--- config.mk ---
export PLATFORM = sky130hd
export DESIGN_NAME = stream_pattern_monitor
export DESIGN_NICKNAME = d
export VERILOG_FILES = /design/src/rtl/stream_pattern_monitor.sv
export SDC_FILE = /design/constraint.sdc
export NUM_CORES = 1
export LEC_CHECK = 0
export BUFFER_PORTS_ARGS = -buffer_cell sky130_fd_sc_hd__buf_2
export CAP_MARGIN = 20
export CORE_MARGIN = 2
export CORE_UTILIZATION = 45
export DETAILED_ROUTE_END_ITERATION = 8
export PLACE_DENSITY = 0.72
export SYNTH_ARGS = -nofsm -noshare
export SYNTH_HDL_FRONTEND = slang
export SYNTH_SLANG_ARGS = --single-unit
export TNS_END_PERCENT = 1
--- constraint.sdc ---
create_clock -name clk -period 2.7 [get_ports clk]
set_clock_uncertainty 0.2 [all_clocks]
set_input_delay 0.27 -clock clk [delete_from_list [all_inputs] [get_ports clk]]
set_output_delay 0.27 -clock clk [all_outputs]
set_load 0.05 [all_outputs]
--- src/rtl/stream_pattern_monitor.sv ---
// stream_pattern_monitor: observes a single-bit serial stream and reports
// overlapping pattern matches, counts matches and rising edges, and measures
// the length of the most recently completed run of 1s.
// Optional build macro MON_SAT_EN: match/edge counters saturate instead of
// wrapping, and a sticky ovf output flags any increment lost to saturation.
// All outputs are registered; clr behaves like reset but is gated by rstn.
module stream_pattern_monitor #(
  parameter int               PAT_W   = 4,
  parameter logic [PAT_W-1:0] PATTERN = 4'b1011,
  parameter int               CNT_W   = 8,
  parameter int               LEN_W   = 6
) (
  input  logic             clk,
  input  logic             rstn,
  input  logic             din,
  input  logic             clr,
  output logic             det,
  output logic [CNT_W-1:0] match_cnt,
  output logic [CNT_W-1:0] edge_cnt,
  output logic [LEN_W-1:0] last_hi_len,
  output logic             len_vld
`ifdef MON_SAT_EN
  ,
  output logic             ovf
`endif
);

  localparam int FILL_W = $clog2(PAT_W + 1);

  localparam logic [0:0] IDLE = 1'b0;
  localparam logic [0:0] HIGH = 1'b1;

  localparam logic [CNT_W-1:0] CNT_MAX = {CNT_W{1'b1}};
  localparam logic [LEN_W-1:0] RUN_MAX = {LEN_W{1'b1}};

  logic [PAT_W-1:0]  hist_q, hist_d;
  logic [FILL_W-1:0] fill_q, fill_d;
  logic              prev_q, prev_d;
  logic [0:0]        state_q, state_d;
  logic [LEN_W-1:0]  run_q, run_d;
  logic              det_q, det_d;
  logic [CNT_W-1:0]  match_q, match_d;
  logic [CNT_W-1:0]  edge_q, edge_d;
  logic [LEN_W-1:0]  len_q, len_d;
  logic              lenVld_q, lenVld_d;
`ifdef MON_SAT_EN
  logic              ovf_q, ovf_d;
`endif

  logic              hit;
  logic              rise;
  logic              runIncReq;

  // Next-state logic: history shift, match/edge detection, counters, run FSM
  always_comb begin
    hist_d   = {hist_q[PAT_W-2:0], din};
    hit      = (hist_d == PATTERN) && (fill_q >= FILL_W'(PAT_W - 1));
    rise     = din & ~prev_q & (fill_q != '0);
    runIncReq = (state_q == HIGH) && din;

    fill_d   = (fill_q == FILL_W'(PAT_W)) ? fill_q : fill_q + FILL_W'(1);
    prev_d   = din;
    det_d    = hit;
    state_d  = state_q;
    run_d    = run_q;
    len_d    = len_q;
    lenVld_d = 1'b0;

`ifdef MON_SAT_EN
    ovf_d   = ovf_q;
    match_d = match_q;
    edge_d  = edge_q;
    if (hit) begin
      if (match_q == CNT_MAX) ovf_d = 1'b1;
      else                    match_d = match_q + CNT_W'(1);
    end
    if (rise) begin
      if (edge_q == CNT_MAX) ovf_d = 1'b1;
      else                   edge_d = edge_q + CNT_W'(1);
    end
    if (runIncReq && (run_q == RUN_MAX)) ovf_d = 1'b1;
`else
    match_d = hit  ? match_q + CNT_W'(1) : match_q;
    edge_d  = rise ? edge_q  + CNT_W'(1) : edge_q;
`endif

    case (state_q)
      IDLE: begin
        if (din) begin
          state_d = HIGH;
          run_d   = LEN_W'(1);
        end
      end
      default: begin
        if (din) begin
          if (run_q != RUN_MAX) run_d = run_q + LEN_W'(1);
        end else begin
          len_d    = run_q;
          lenVld_d = 1'b1;
          state_d  = IDLE;
        end
      end
    endcase

    if (clr) begin
      hist_d   = '0;
      fill_d   = '0;
      prev_d   = 1'b0;
      state_d  = IDLE;
      run_d    = '0;
      det_d    = 1'b0;
      match_d  = '0;
      edge_d   = '0;
      len_d    = '0;
      lenVld_d = 1'b0;
`ifdef MON_SAT_EN
      ovf_d    = 1'b0;
`endif
    end
  end

  // State registers with synchronous active-low reset
  always_ff @(posedge clk) begin
    if (!rstn) begin
      hist_q   <= '0;
      fill_q   <= '0;
      prev_q   <= 1'b0;
      state_q  <= IDLE;
      run_q    <= '0;
      det_q    <= 1'b0;
      match_q  <= '0;
      edge_q   <= '0;
      len_q    <= '0;
      lenVld_q <= 1'b0;
`ifdef MON_SAT_EN
      ovf_q    <= 1'b0;
`endif
    end else begin
      hist_q   <= hist_d;
      fill_q   <= fill_d;
      prev_q   <= prev_d;
      state_q  <= state_d;
      run_q    <= run_d;
      det_q    <= det_d;
      match_q  <= match_d;
      edge_q   <= edge_d;
      len_q    <= len_d;
      lenVld_q <= lenVld_d;
`ifdef MON_SAT_EN
      ovf_q    <= ovf_d;
`endif
    end
  end

  assign det         = det_q;
  assign match_cnt   = match_q;
  assign edge_cnt    = edge_q;
  assign last_hi_len = len_q;
  assign len_vld     = lenVld_q;
`ifdef MON_SAT_EN
  assign ovf         = ovf_q;
`endif

endmodule

Word level (Yosys, flattened, before mapping)
Index checks and enable logic that the tools add are counted.
{"block": "totals", "reg_bits": 38, "inputBits": 4, "out_inout_bits": 24, "elab_cells": 37}
{"block": "op_classes", "add_sub_neg": 4, "n_lt_le_gt_ge": 1, "n_eq_ne": 4, "n_mux": 6, "bitwise": 6, "n_reduce_logical": 6}
{"operator": "two-way mux 6 bit", "count": 4}
{"operator": "adder 8 x 1 -> 8 bit (second input constant)", "count": 2}
{"operator": "adder 6 x 1 -> 6 bit (second input constant)", "count": 1}
{"operator": "inequality test 6 bit (second input constant)", "count": 1}
{"operator": "== test 4 bit (second input constant)", "count": 1}
{"operator": "inverter 1 bit", "count": 4}
{"operator": "AND reduction 2 bit", "count": 2}
{"operator": "adder 3 x 1 -> 3 bit (second input constant)", "count": 1}
{"operator": "== test 3 bit (second input constant)", "count": 1}
{"operator": "greater-or-equal comparator 3 x 2 -> 1 bit (second input constant)", "count": 1}
{"operator": "nonzero test 3 bit", "count": 1}
{"operator": "OR reduction 3 bit", "count": 1}
{"operator": "bitwise AND 1 bit", "count": 2}
{"operator": "two-way mux 1 bit", "count": 2}
{"operator": "inequality test 2 x 1 -> 1 bit (second input constant)", "count": 1}
{"operator": "OR reduction 2 bit", "count": 1}
{"operator": "logical AND 1 bit", "count": 1}

Logic depth before layout (Yosys ltp)
{"block": "depth", "word_depth": 4, "mapped_depth": 7, "mapped_depth_nobuf": 6}

Worst setup path before layout
OpenSTA, ideal clock, no wires.
{"block": "synth_timing", "path_type": "flip-flop to flip-flop", "startpoint": "register match_q[2] (netlist: match_cnt[2])", "endpoint": "register match_q[7] (netlist: match_cnt[7])", "setup_ps": 70, "arrival_ps": 1646, "required_ps": 2430, "setup_slack_ps": 783, "stages_incl_launch_ff": 5, "path_buffers": 0, "period_less_slack_ps": 1917, "cell_sequence": "dfxtp_1 -> nand3_1 -> or3_1 -> or3_1 -> a21oi_1"}
{"block": "synth_between", "elab_chain_len": 1}
{"item": "from (decl)", "line": "42", "text": "logic [CNT_W-1:0] match_q, match_d;"}
{"item": "from (signal assigned)", "line": "145", "text": "match_q <= match_d;"}
{"item": "adder 8 x 1 -> 8 bit", "line": "83", "text": "match_d = hit ? match_q + CNT_W'(1) : match_q;"}
No other way between the ends.
A chain may end at the register's enable or synchronous reset.

Worst setup path in the final report
{"block": "layout_timing", "startpoint": "register fill_q[0]", "endpoint": "register match_q[7] (netlist: match_cnt[7])"}
{"block": "layout_between", "elab_chain_len": 2}
{"item": "from (decl)", "line": "37", "text": "logic [FILL_W-1:0] fill_q, fill_d;"}
{"item": "from (signal assigned)", "line": "140", "text": "fill_q <= fill_d;"}
{"item": "greater-or-equal comparator 3 x 2 -> 1 bit", "line": "57", "text": "hit = (hist_d == PATTERN) && (fill_q >= FILL_W'(PAT_W - 1));"}
{"item": "logical AND 1 bit", "line": "57"}
No other way between the ends.

==> impl_metrics.env <==
export IMPL_hold_end="run_q[5]$_SDFFE_PP0P_"
export IMPL_fillers=316
export IMPL_crit_reg2reg_launch="fill_q[0]$_SDFFE_PP0P_"
export IMPL_post_drt_wl_per_cell_um=12.2
export IMPL_htree_levels=2
export IMPL_drcViolationCount=0
export IMPL_criticalPathCategory="register to register"
export IMPL_die_area_um2=3930
export IMPL_dp_slack_ns=0.712
export IMPL_place_port_buffers=27
export IMPL_synth_distinct_cells=30
export IMPL_power_density_nw_per_um2=491
export IMPL_start_util=0.469
export IMPL_peakVddDrop_uv=314
export IMPL_wirelength_um=2980
export IMPL_rsz0062_at_grt="false"
export IMPL_cp_end_kind="register"
export IMPL_grt_pass1_vias=1220
export IMPL_cts_root_buf="clkbuf_4"
export IMPL_status="finished, final reports clean"
export IMPL_io_pins=28
export IMPL_core_um2=3310
export IMPL_critPathLaunchType="register"
export IMPL_worstRegToRegCells=6
export IMPL_first_pass_iters=4
export IMPL_grt_max_degree=17
export IMPL_ys_warn_count=0
export IMPL_path_clk_slew_ns=0.11
export IMPL_cts_setup_buffers=0
export IMPL_n_antenna_cell=0
export IMPL_dp_hpwl_um=2200
export IMPL_area_growth_pct=15.0
export IMPL_post_route_period_util=0.745
export IMPL_clk_path_buf_depth=2
export IMPL_setup_tns_final_ns=0
export IMPL_finalNonFillerCells=245
export IMPL_slew_viol_final=0
export IMPL_finalCriticalPeriod_ns=2.01
export IMPL_hold_start="clr"
export IMPL_worst_slew_pin_slew_ns=0.734
export IMPL_leakagePower_nw=0.678
export IMPL_grt_pass1_wl_um=5150
export IMPL_max_freq_mhz=497
export IMPL_multiInputGateArea_um2=787
export IMPL_cp_required_ns=2.76
export IMPL_ctsResizeCount=0
export IMPL_syn_area_um2=1550
export IMPL_vias=1260
export IMPL_maxSlewHeadroom=0.510
export IMPL_grt_total_usage=0.164
export IMPL_cts_hold_buf=0
export IMPL_cap_violations=0
export IMPL_worstSkewPairLatency_ns=0.33
export IMPL_cts_sink_count=36
export IMPL_hold_depth=4
export IMPL_final_setup_viol_count=0
export IMPL_layout_drive_gt1_share=0.196
export IMPL_ant_nets=0
export IMPL_viasPerCell=5.14
export IMPL_regArea_um2=721
export IMPL_final_setup_worst_slack_ns=0.689
export IMPL_ys_ff_latch=36
export IMPL_die_x_um=62.7
export IMPL_hp_class="input port to register"
export IMPL_p_total_mw=0.875
export IMPL_avgSynthCellArea_um2=9.13
export IMPL_synth_cells=170
export IMPL_dp_cells=237
export IMPL_rr_endpoint="match_cnt[7]$_SDFFE_PP0P_"
export IMPL_grt_antenna_before_repair=0
export IMPL_cp_data_arrival_time_ns=2.07
export IMPL_row_count=21
export IMPL_routabilityCongestion=0.838
export IMPL_cp_max_fo=9
export IMPL_cts_inserted_buffers=5
export IMPL_tritoncts="yes"
export IMPL_nNetsFinal=208
export IMPL_grt_overflow=0
export IMPL_drtIter0Drc=71
export IMPL_hold_viol_final=0
export IMPL_rrSetupSlack_ns=0.69
export IMPL_synthesis_nets=180
export IMPL_die_y_um=62.7
export IMPL_yosysSeqAreaShare=0.465
-- cells by family after synthesis --
| kind of cell | synth area share |
|---|---|
| xor+xnor | 0.0790 |
| fa+ha+maj | 0.0484 |
| buf+inv | 0.0282 |
| mux | 0.0524 |
| flops | 0.465 |
| simple gates | 0.251 |
| compound gates | 0.0766 |
-- metal layers --
layer  GRT usage  part of all wire
met4      0.0750             0.020
met5           0                 0
met1       0.182              0.44
met3      0.0559             0.041
met2       0.281              0.50
-- worst max-delay path by stage --
stage,from,to,slack (ns),depth (start not counted)
after floorplan,match_cnt[2]$_SDFFE_PP0P_,match_cnt[7]$_SDFFE_PP0P_,0.78,4
after global placement,fill_q[0]$_SDFFE_PP0P_,match_cnt[7]$_SDFFE_PP0P_,0.79,6
after detailed placement,fill_q[0]$_SDFFE_PP0P_,match_cnt[7]$_SDFFE_PP0P_,0.71,6
after CTS,fill_q[0]$_SDFFE_PP0P_,match_cnt[7]$_SDFFE_PP0P_,0.69,6
after global routing,fill_q[0]$_SDFFE_PP0P_,match_cnt[6]$_SDFFE_PP0P_,0.56,6
final,fill_q[0]$_SDFFE_PP0P_,match_cnt[7]$_SDFFE_PP0P_,0.69,6
-- placed cells by master, fill, tap and decap left out, types with 2 or more instances in the layout --
master    count
clkbuf_4      5
nor4_1        6
nand2_1      15
mux2i_1       7
nor3_1        3
buf_2        27
xnor2_1      14
nand4_1       3
ha_1          6
nand2b_1      2
and2_1        4
or3_1         2
o21ai_0       5
nor2_1       26
a41oi_1       2
clkinv_2      2
a21oi_1       7
nor2b_1       3
nand3_1       6
inv_1         4
nor3b_1       2
and4_1        2
dfxtp_1      36
-- stage by stage --
stage | hold WS, ns | instance area [µm²] | utilization
after floorplan | 0.231 | 1550 | -
after CTS | 0.0356 | 1780 | 0.539
final | 0.0565 | 1780 | 0.539
after detailed placement | 0.267 | 1720 | 0.520
after global routing | 0.0699 | 1780 | 0.539
after global placement | 0.241 | 1720 | 0.520
-- power breakdown --
| group | internal, mW | total [mW] | leakage, nW | switching (mW) |
|---|---|---|---|---|
| registers | 0.535 | 0.540 | 0.291 | 0.00507 |
| clock network | 0.124 | 0.295 | 0.0380 | 0.171 |
| logic | 0.0129 | 0.0405 | 0.350 | 0.0276 |
-- sequential cells by signal (all words and copies together) (netlist names) --
| signal | flops |
|---|---|
| run_q | 6 |
| hist_q | 3 |
| match_cnt | 8 |
| len_vld | 1 |
| last_hi_len | 6 |
| fill_q | 3 |
| edge_cnt | 8 |
| det | 1 |
-- cells in the mapped netlist --
library cell | number | area share
a211oi_1 | 1 | 0.0048
a211oi_2 | 1 | 0.0081
a21oi_1 | 7 | 0.023
a22oi_1 | 1 | 0.0048
a31oi_1 | 1 | 0.0040
a41oi_1 | 2 | 0.011
and2_1 | 4 | 0.016
and4_1 | 2 | 0.011
buf_2 | 2 | 0.0065
clkbuf_1 | 5 | 0.012
dfxtp_1 | 36 | 0.46
ha_1 | 6 | 0.048
inv_1 | 4 | 0.0097
mux2_2 | 1 | 0.0073
mux2i_1 | 7 | 0.045
nand2_1 | 15 | 0.036
nand2b_1 | 2 | 0.0081
nand3_1 | 6 | 0.019
nand4_1 | 3 | 0.012
nand4b_4 | 1 | 0.015
nor2_1 | 26 | 0.063
nor2b_1 | 3 | 0.012
nor3_1 | 3 | 0.0097
nor3b_1 | 2 | 0.0097
nor4_1 | 6 | 0.024
nor4b_1 | 1 | 0.0056
o211ai_1 | 1 | 0.0048
o21ai_0 | 5 | 0.016
or3_1 | 2 | 0.0081
xnor2_1 | 14 | 0.079
-- area by class of cell --
class / count / share of cell area
tap: 46 / 0.0323
multi-input combinational: 123 / 0.441
timing repair buffer: 28 / 0.0799
clock inverter: 2 / 0.00561
inverter: 4 / 0.00842
sequential: 36 / 0.404
clock buffer: 6 / 0.0288
-- worst max-delay path: stages, from the launching register on --
cell and delay, ns:
dfxtp_1 0.42, ha_1 0.19, ha_1 0.15, a211oi_2 0.09
or3_1 0.41, or3_1 0.35, a21oi_1 0.14
Note: power is estimated with default switching activity, not from simulation.
